File: src/rtl/conv5_window_gen.sv
// conv5_window_gen: streaming 5x5 sliding-window generator.
// Takes one raster-order pixel per handshake and keeps the four previous
// image rows in line buffers. Every valid 5x5 window (no padding, stride 1)
// is presented as 25 parallel taps: tap k = r*5+c, with r=0 the oldest row
// and c=0 the oldest column. A single output register stage carries
// win_valid/win_last/win_data.
module conv5_window_gen #(
  parameter int IMG_W  = 28,
  parameter int IMG_H  = 28,
  parameter int DATA_W = 8
) (
  input  logic                  clk,
  input  logic                  rst_n,
  input  logic [DATA_W-1:0]     pix_in,
  input  logic                  pix_valid,
  output logic                  pix_ready,
  output logic [25*DATA_W-1:0]  win_data,
  output logic                  win_valid,
  input  logic                  win_ready,
  output logic                  win_last
);

  localparam int COL_W = (IMG_W > 1) ? $clog2(IMG_W) : 1;
  localparam int ROW_W = (IMG_H > 1) ? $clog2(IMG_H) : 1;

  localparam logic [COL_W-1:0] COL_LAST  = COL_W'(IMG_W - 1);
  localparam logic [ROW_W-1:0] ROW_LAST  = ROW_W'(IMG_H - 1);
  localparam logic [COL_W-1:0] COL_WIN_0 = COL_W'(4);
  localparam logic [ROW_W-1:0] ROW_WIN_0 = ROW_W'(4);

  logic [COL_W-1:0]  col;
  logic [ROW_W-1:0]  row;

  // Line buffers: lb0 holds the previous row, lb3 the row four back.
  logic [DATA_W-1:0] lb0 [IMG_W];
  logic [DATA_W-1:0] lb1 [IMG_W];
  logic [DATA_W-1:0] lb2 [IMG_W];
  logic [DATA_W-1:0] lb3 [IMG_W];

  // Window register, win[r][c]; r=0 oldest row, c=0 oldest column.
  logic [DATA_W-1:0] win [5][5];

  // Incoming rightmost column, oldest row first.
  logic [DATA_W-1:0] new_col [5];

  logic accept;
  logic col_end;
  logic row_end;
  logic win_pos;
  logic frame_end;

  // Single output stage: accept whenever the held window is empty or leaving.
  // Held low while reset is asserted.
  assign pix_ready = rst_n & (~win_valid | win_ready);
  assign accept    = pix_valid & pix_ready;

  assign col_end   = (col == COL_LAST);
  assign row_end   = (row == ROW_LAST);
  assign win_pos   = (row >= ROW_WIN_0) && (col >= COL_WIN_0);
  assign frame_end = row_end & col_end;

  // Gather the new window column from the line buffers and the live pixel.
  always_comb begin
    new_col[0] = lb3[col];
    new_col[1] = lb2[col];
    new_col[2] = lb1[col];
    new_col[3] = lb0[col];
    new_col[4] = pix_in;
  end

  // Raster position counters; advance only on an accepted pixel.
  always_ff @(posedge clk or negedge rst_n) begin
    if (!rst_n) begin
      col <= '0;
      row <= '0;
    end else if (accept) begin
      if (col_end) begin
        col <= '0;
        row <= row_end ? '0 : row + ROW_W'(1);
      end else begin
        col <= col + COL_W'(1);
      end
    end
  end

  // Line buffer shift down one row at the current column (contents not reset).
  always_ff @(posedge clk) begin
    if (accept) begin
      lb3[col] <= lb2[col];
      lb2[col] <= lb1[col];
      lb1[col] <= lb0[col];
      lb0[col] <= pix_in;
    end
  end

  // Window register: shift left one column and load the new rightmost column.
  always_ff @(posedge clk or negedge rst_n) begin
    if (!rst_n) begin
      for (int r = 0; r < 5; r++) begin
        for (int c = 0; c < 5; c++) begin
          win[r][c] <= '0;
        end
      end
    end else if (accept) begin
      for (int r = 0; r < 5; r++) begin
        for (int c = 0; c < 4; c++) begin
          win[r][c] <= win[r][c+1];
        end
        win[r][4] <= new_col[r];
      end
    end
  end

  // Window valid/last: a new window replaces the held one on the same edge;
  // otherwise a consumed window empties the stage.
  always_ff @(posedge clk or negedge rst_n) begin
    if (!rst_n) begin
      win_valid <= 1'b0;
      win_last  <= 1'b0;
    end else if (accept) begin
      win_valid <= win_pos;
      win_last  <= win_pos & frame_end;
    end else if (win_ready) begin
      win_valid <= 1'b0;
      win_last  <= 1'b0;
    end
  end

  // Flatten the window register into the tap bus, tap k = r*5+c.
  always_comb begin
    win_data = '0;
    for (int r = 0; r < 5; r++) begin
      for (int c = 0; c < 5; c++) begin
        win_data[(r*5+c)*DATA_W +: DATA_W] = win[r][c];
      end
    end
  end

endmodule
File: config.mk
export PLATFORM = sky130hd
export DESIGN_NAME = conv5_window_gen
export DESIGN_NICKNAME = d
export VERILOG_FILES = /design/src/rtl/conv5_window_gen.sv
export SDC_FILE = /design/constraint.sdc
export NUM_CORES = 1
export LEC_CHECK = 0
export BUFFER_PORTS_ARGS = -buffer_cell sky130_fd_sc_hd__buf_2
export CAP_MARGIN = 20
export CORE_MARGIN = 4
export CORE_UTILIZATION = 65
export DETAILED_ROUTE_END_ITERATION = 16
export PLACE_DENSITY = 0.84
export SLEW_MARGIN = 20
export SYNTH_ARGS = -nofsm -noshare
export SYNTH_HDL_FRONTEND = slang
export SYNTH_SLANG_ARGS = --single-unit
export TNS_END_PERCENT = 1
File: constraint.sdc
create_clock -name clk -period 9.8 [get_ports clk]
set_clock_uncertainty 0.1 [all_clocks]
set_input_delay 1.96 -clock clk [delete_from_list [all_inputs] [get_ports clk]]
set_output_delay 1.96 -clock clk [all_outputs]
set_load 0.01 [all_outputs]
[After elaboration in Yosys (flattened, before gate mapping)]
Memories as Yosys holds them, arrays and structs flattened. A register that Yosys moved wholly into a read port is not among the register bits.
Index checks and enable logic that the tools add are counted.
Storage, ports and cells
  flip-flop bits (word level): 204
  bits in writable memories: 896
  output and inout port bits: 203
  logic and storage cells: 55
  memories kept: 4
Memory list
  lb0: depth 28, bits a word 8, rd ports 1, clocked after memory_dff 0, write ports 1, RTL line 35  | logic [DATA_W-1:0] lb0 [IMG_W];
  lb1: depth 28, bits a word 8, rd ports 1, clocked after memory_dff 0, write ports 1, RTL line 36  | logic [DATA_W-1:0] lb1 [IMG_W];
  lb2: depth 28, bits a word 8, rd ports 1, clocked after memory_dff 0, write ports 1, RTL line 37  | logic [DATA_W-1:0] lb2 [IMG_W];
  lb3: depth 28, bits a word 8, rd ports 1, clocked after memory_dff 1, write ports 1, RTL line 38  | logic [DATA_W-1:0] lb3 [IMG_W];
Cells by class
  add/subtract/negate cells: 2
  $lt $le $gt $ge: 2
  eq/ne operators: 2
  mux-type cells: 7
  bitwise operators: 6
  reduce and logical (&&, ||, !) cells: 4
Operators by type and width (count)
  adder 5 x 1 -> 5 bit, second input constant: 2
  == test 5 bit, second input constant: 2
  >= comparator 5 x 3 -> 1 bit, second input constant: 2
  two-way mux 5 bit: 2
  two-way mux 1 bit: 5
  AND 1 bit: 4
  AND reduction 2 bit: 1
  nonzero test 2 bit: 1
  logical AND 1 bit: 1
  logical NOT 1 bit: 1
  NOT 1 bit: 1
  OR 1 bit: 1

[Longest topological paths before layout]
Gate-level depths: netlist of the first run.
  word-level depth: 6
  mapped depth: 10
  gate-level depth less buffers: 6

[Least setup slack after synthesis of the first run]
No wires, ideal clock.
  path type: input -> register
  start: input win_ready
  end: memory lb0[24][0], enable pin
  arrival: 5.070 ns
  setup slack: 4.169 ns
  stages: 6
  path buffers: 2
  path through: nand2b_1 > and3_1 > clkbuf_1 > clkbuf_1 > nand2_1 > nor3_1
On the way
  cells in the longest elaborated chain, start to end: 5
RTL lines
  start, declared: RTL line 19  | input logic win_ready,
  OR 1 bit: RTL line 54  | assign pix_ready = rst_n & (~win_valid | win_ready);
  AND 1 bit: RTL line 54
  AND 1 bit: RTL line 55  | assign accept = pix_valid & pix_ready;
  two-way mux 1 bit: RTL line 88  | if (accept) begin
  two-way mux 1 bit (implied by the code): RTL line 92  | lb0[col] <= pix_in;
  end, declared: RTL line 35
Every way passes these cells.

==> results of run 1 <==
## registers in the layout, indices dropped and copies added (netlist names)
name and cells:
lb1 224, col 5, win_data 200, win_valid 1, lb3 224, lb2 224, row 5, lb0 224
win_last 1
## layer usage
metal | up-vias | part of all wire [%] | track usage (%) | wire length, um
met4 | 0 | 5.8 | 15.5 | 6550
met3 | 433 | 12 | 7.62 | 13600
met5 | - | 0 | 0 | 0
met1 | 12500 | 33 | 41.6 | 36800
li1 | 9966 | - | - | -
met2 | 2048 | 49 | 52.9 | 55000
## layout make-up
cell class                 instances  area [um^2]
antenna                            1         2.50
clock buffer                     144         2900
clock inverter                    41          387
fill                            3330        16400
inverter                           7         26.3
multi-input combinational       1232         9550
sequential                      1108        32200
tap                              855         1070
timing repair buffer             279         1760
## synth_stat cells, drive strengths merged (4+ instances only)
cell type and instances:
nor3 6, mux2 27, edfxtp 896, nor4 6, nand4bb 4, a211oi 21
mux4 115, a31oi 4, buf 90, o21ai 10, nand4b 4, ha 6
dfrtp 212, nor2b 6, inv 6, o22ai 79, nor2 36, nand3 49
or4 4, nand2 534, a22oi 56, mux2i 220, a21oi 12, clkbuf 42
## power groups by stage
stage / clock network (mW) / logic (mW) / registers (mW)
2_1_floorplan: 0 / 2.16 / 6.81
3_3_place_gp: 0 / 3.61 / 6.79
3_5_place_dp: 0 / 3.77 / 6.82
4_1_cts: 3.96 / 3.86 / 6.74
5_1_grt: 4.17 / 4.13 / 6.76
6_report: 3.95 / 3.99 / 6.72
## tightest hold or removal path, stage by stage (launching register included)
cell     delay, ns
dfrtp_1       0.33
nand2_1       0.05
nand2_1       0.06
## kinds of logic (layout without fill, tap and decap cells)
kind of cell    Yosys count  after routing  share of synthesized area (%)
flops                  1108           1108                           76.3
simple gates            664            664                           6.45
mux                     362            362                           12.1
compound gates          200            200                           3.23
buf+inv                 139            471                           1.71
fa+ha+maj                 6              6                          0.178
other cells               0              1                              0
## worst min path at each step
stage / slack (ns) / from / cells past startpoint / endpoint
after detailed placement: 0.36 / win_data[87] / 2 / win_data[87]
final: 0.37 / win_data[87] / 2 / win_data[87]
after global routing: 0.39 / win_data[4] / 2 / win_data[4]
after floorplan: 0.40 / row[0] / 2 / row[0]
after CTS: 0.37 / win_data[4] / 2 / win_data[4]
after global placement: 0.35 / win_data[43] / 2 / win_data[43]
==> implementation parameters, run 1 <==
Parameter                              Value

Status
  Result of the run    finished, final reports clean

Finish
  Layout Cell Area excl Fill    47,900 um^2
  Area grow syn2layout    13.6%
  Top library cells by usage in the layout, fill and taps aside    edfxtp_1 (896), nand2_1 (534), mux2i_1 (220)
  Final std cells w/o fill    3,667
  Core Util, Final    74.5%
  Ratio of cells with drive above 1 in the final layout    22.0%
  Leading cell type in the layout, fill and taps excluded    edfxtp_1
  Number of nets in the layout    2,748

Placement
  Placed Cells incl. Taps    3,481
  Cell area reported after detailed placement    44,600 um^2
  Number of I/O port buffers    214
  Worst slack at placement    4.52 ns
  HPWL after DPL    62,300 um
  Final weighted congestion in routability-driven placement    0.892

Run
  Max-capacitance violation count    0

Global route
  GRT overflow    0
  First-pass GRT wire length    166,000 um
  Initial antenna violation count    1
  All-Layer GR Usage    32.3%
  Pin count of the biggest net entering global routing    104
  Via count of the first global-routing pass    25,400

Routing
  Drt drc    0
  Average wire per cell in the routed design    30.5 um
  Via density per instance    6.80
  Detailed-route wire length    112,000 um
  First-iteration detailed-routing DRC count    3,770
  Count of nets left with antenna violations after detail routing    0
  Total number of vias    24,900
  First-pass iteration count of the detailed router    9

Floorplan
  Number of ports placed on the die boundary    215
  Die Wd    263 um
  FP Rows    93
  Initial Utilization    65.6%
  Core footprint    64,300 um^2
  Die extent in y    263 um
  Floorplan die area    69,000 um^2

Power
  Share of total power in combinational logic    27.2%
  Maximum ir drop on the vdd rail    0.000228 V
  Areal power density over the cells    306 nW/um^2
  Static Leak    17.7 nW
  Switching Fraction    32.8%
  Fraction of power consumed by the clock network    26.9%
  Share of total power in sequential cells    45.9%
  Total power after layout    14.7 mW
  Internal portion of total power    9.84 mW
  Switching Power    4.81 mW

Worst setup path
  Critical R2R Launch    col[1]
  Timing startpoint of the critical path    col[1]
  Category of the most critical setup path    reg2reg
  End point of the critical path    win_data[152]
  Library cell contributing the largest single delay on the critical path    dfrtp_4
  Crit-path most repeated cell    buf_4
  Internal reg-to-reg setup slack    5.04 ns
  Top delay family on crit path    buffers and inverters
  Element type at the critical path start    flop
  Cell count along the critical path    6
  Cell-by-cell listing of the critical path    buf_4 > buf_4 > mux4_2 > a211oi_1 > nand3_2 > mux2_2
  Required time reported for the critical path endpoint    10.25 ns
  CP peak stage delay    0.78 ns
  Worst path arrival time    5.22 ns
  Category of the worst setup path capture point    flop
  Terminus of the critical flop-to-flop path    win_data[152]
  Number of buffer and inverter instances along the worst setup path    2
  Logic depth of the worst register-to-register path    6
  Maximum fanout encountered on the critical timing path    50

Timing
  Tightest slew margin relative to the limit    24.3%
  Max Transition Viols Final    0
  Slew at the pin closest to its max-slew limit    1.14 ns
  Unrepaired setup endpoints after global routing    no
  Hold Slack    0.370 ns
  Final period demand of the worst path    4.76 ns
  Number of endpoints failing setup at the final stage    0
  Fmax    210 MHz
  Number of hold-slack violations in the final timing report    0
  Final clock period utilization by the worst path    48.6%
  Sum Neg Setup Slack    0 ns
  Setup ws final    5.04 ns

Logic synthesis
  Count of cell types in the netlist    55
  Post-synthesis instance area    42,200 um^2
  Number of flip-flops and latches in the synthesized netlist    1,108
  Main synth FF type    edfxtp_1
  Dominant cells by area after synthesis    edfxtp_1 (64%), dfrtp_1 (13%), mux4_2 (6.1%), mux2i_1 (5.2%), nand2_1 (4.8%)
  Yosys warnings    0
  Synth Net Count    2,497
  Avg Inst Size Synth    17.0 um^2
  Synth top area share    63.8%
  FFs w/ async S/R, synth    19.1%
  Syn Inst Count    2,479
  Sequential share of the synthesized area    76.3%
  Post-synth EDFFs    896
  Dominant cell type by area after synthesis    edfxtp_1

Clock tree
  TritonCTS clock tree    yes
  Post-CTS Repair Setup Buffers    0
  Worst skew pair latency    0.68 ns
  Max Buffers Root-to-Sink    3
  Clock root buffer master    clkbuf_16
  Clock transition at the registers of the reported paths    0.07 ns
  Level count of the clock H-tree    3
  CTS sink cnt    1,108
  PostCTS Resize Cnt    0
  Cts hold-fix bufs    0
  TritonCTS Buffers    102

Hold path
  Type of the worst min-delay path    reg2reg
(Power assumes the default switching activity.)
==> inputs of run 2 (changes only) <==
CORE_UTILIZATION = 55   (was 65)
PLACE_DENSITY = 0.76   (was 0.84)
clock period = 3.87 ns   (was 9.8 ns; I/O delays follow)
==> implementation parameters, run 2 (synthesized netlist as in run 1, its figures left out) <==
Parameter                              Value

Timing
  Number of endpoints failing setup at the final stage    0
  Slew at the pin closest to its max-slew limit    0.973 ns
  Number of hold-slack violations in the final timing report    0
  Fmax    298 MHz
  Sum Neg Setup Slack    0 ns
  Final clock period utilization by the worst path    86.8%
  Tightest slew margin relative to the limit    35.1%
  Unrepaired setup endpoints after global routing    no
  Final period demand of the worst path    3.36 ns
  Max Transition Viols Final    0

Global route
  Pin count of the biggest net entering global routing    166
  Initial antenna violation count    2
  Via count of the first global-routing pass    24,000
  All-Layer GR Usage    26.4%
  First-pass GRT wire length    159,000 um
  GRT overflow    0

Worst setup path
  Category of the most critical setup path    reg2reg
  Element type at the critical path start    flop
  Maximum fanout encountered on the critical timing path    47
  Worst path arrival time    3.66 ns
  Category of the worst setup path capture point    flop
  Required time reported for the critical path endpoint    4.17 ns

Clock tree
  Clock transition at the registers of the reported paths    0.06 ns
  Level count of the clock H-tree    3
  Clock root buffer master    clkbuf_16
  Worst skew pair latency    0.66 ns
  Post-CTS Repair Setup Buffers    0
  CTS sink cnt    1,108
  TritonCTS clock tree    yes
  Max Buffers Root-to-Sink    3
  TritonCTS Buffers    106

Routing
  Via density per instance    6.17
  Detailed-route wire length    107,000 um
  Total number of vias    24,100
  Drt drc    0
  First-pass iteration count of the detailed router    5
  Average wire per cell in the routed design    27.4 um
  Count of nets left with antenna violations after detail routing    0
  First-iteration detailed-routing DRC count    3,115

Placement
  HPWL after DPL    60,700 um
  Cell area reported after detailed placement    45,300 um^2
  Final weighted congestion in routability-driven placement    0.842
  Number of I/O port buffers    214

Power
  Share of total power in combinational logic    26.2%
  Switching Fraction    31.5%
  Fraction of power consumed by the clock network    27.9%
  Maximum ir drop on the vdd rail    0.000643 V
  Areal power density over the cells    761 nW/um^2
  Internal portion of total power    25.4 mW
  Share of total power in sequential cells    45.8%
  Static Leak    18.1 nW
  Switching Power    11.7 mW

Floorplan
  Core footprint    75,900 um^2
  Die Wd    285 um
  Initial Utilization    55.5%
  Floorplan die area    81,200 um^2
  FP Rows    101
  Die extent in y    285 um
  Number of ports placed on the die boundary    215

Finish
  Leading cell type in the layout, fill and taps excluded    edfxtp_1
  Core Util, Final    64.2%
  Number of nets in the layout    2,804
  Layout Cell Area excl Fill    48,800 um^2
  Ratio of cells with drive above 1 in the final layout    23.5%
  Top library cells by usage in the layout, fill and taps aside    edfxtp_1 (896), nand2_1 (534), mux2i_1 (220)
  Area grow syn2layout    15.6%
  # fillers    5,007

Hold path
  Type of the worst min-delay path    in2reg

Run
  Max-capacitance violation count    0

Status
  Result of the run    finished, final reports clean
[run 2: area by class of cell]
class / count / area (um^2) / share of cell area, %
Clock buffer: 134 / 2850 / 5.84
Tap cell: 1030 / 1290 / 2.64
Timing Repair Buffer: 331 / 2250 / 4.61
Multi-Input combinational cell: 1232 / 9480 / 19.4
Inverter: 7 / 26.3 / 0.0539
Clock inverter: 68 / 667 / 1.37
Antenna cell: 1 / 2.50 / 0.00513
Sequential cell: 1108 / 32200 / 66.0
[run 2: through the flow]
| stage | std cells | power [mW] | hold WS, ns | worst slack [ns] |
|---|---|---|---|---|
| 3_3_place_gp | 3707 | 26.4 | 0.352 | 0.745 |
| 3_5_place_dp | 3707 | 26.7 | 0.360 | 0.556 |
| 2_1_floorplan | 2479 | 22.7 | 0.378 | -0.575 |
| 6_report | 3911 | 37.1 | 0.325 | 0.511 |
| 4_1_cts | 3910 | 37.1 | 0.304 | 0.540 |
| 5_1_grt | 3911 | 38.4 | 0.327 | 0.352 |
[run 2: power by group through the flow]
| stage | logic (mW) | clock network (mW) | registers [mW] |
|---|---|---|---|
| floorplan | 5.46 | 0 | 17.3 |
| global placement | 9.21 | 0 | 17.2 |
| detailed placement | 9.53 | 0 | 17.2 |
| CTS | 9.62 | 10.4 | 17.0 |
| global route | 10.3 | 11.0 | 17.1 |
| finish | 9.73 | 10.4 | 17.0 |
[run 2: layer usage]
layer	vias up	part of all wire, %	GRT usage [%]
li1	10100	-	-
met1	12200	37	37.2
met2	1594	48	41.6
met3	267	11	5.60
met4	2	4.0	9.28
met5	-	0.012	0
[run 2: repair_timing]
| action | 4_1_cts | 5_1_grt |
|---|---|---|
| gates resized for setup | 0 | 0 |
| hold endpoints to repair | 14 | 0 |
| hold buffers | 1 | 0 |
| setup endpoints to repair | 0 | 0 |
[run 2: worst paths after layout]
check / startpoint / end / slack, ns / cells past startpoint
min: win_ready / win_last / 0.33 / 3
min in group asynchronous: rst_n / col[3] / 0.44 / 2
min reg2reg: win_data[43] / win_data[43] / 0.37 / 2
max reg2reg: col[1] / lb1[24][4] / 0.51 / 6
max: col[1] / lb1[24][4] / 0.51 / 6
max in group asynchronous: rst_n / win_data[195] / 1.55 / 4
[run 2: worst max-delay path: stages, from the launching register on]
cell and delay (ns):
dfrtp_4 1.07, buf_12 0.38, mux2i_1 0.29, o22ai_1 0.14, a211oi_1 0.29, nand3_1 0.44, buf_4 0.36
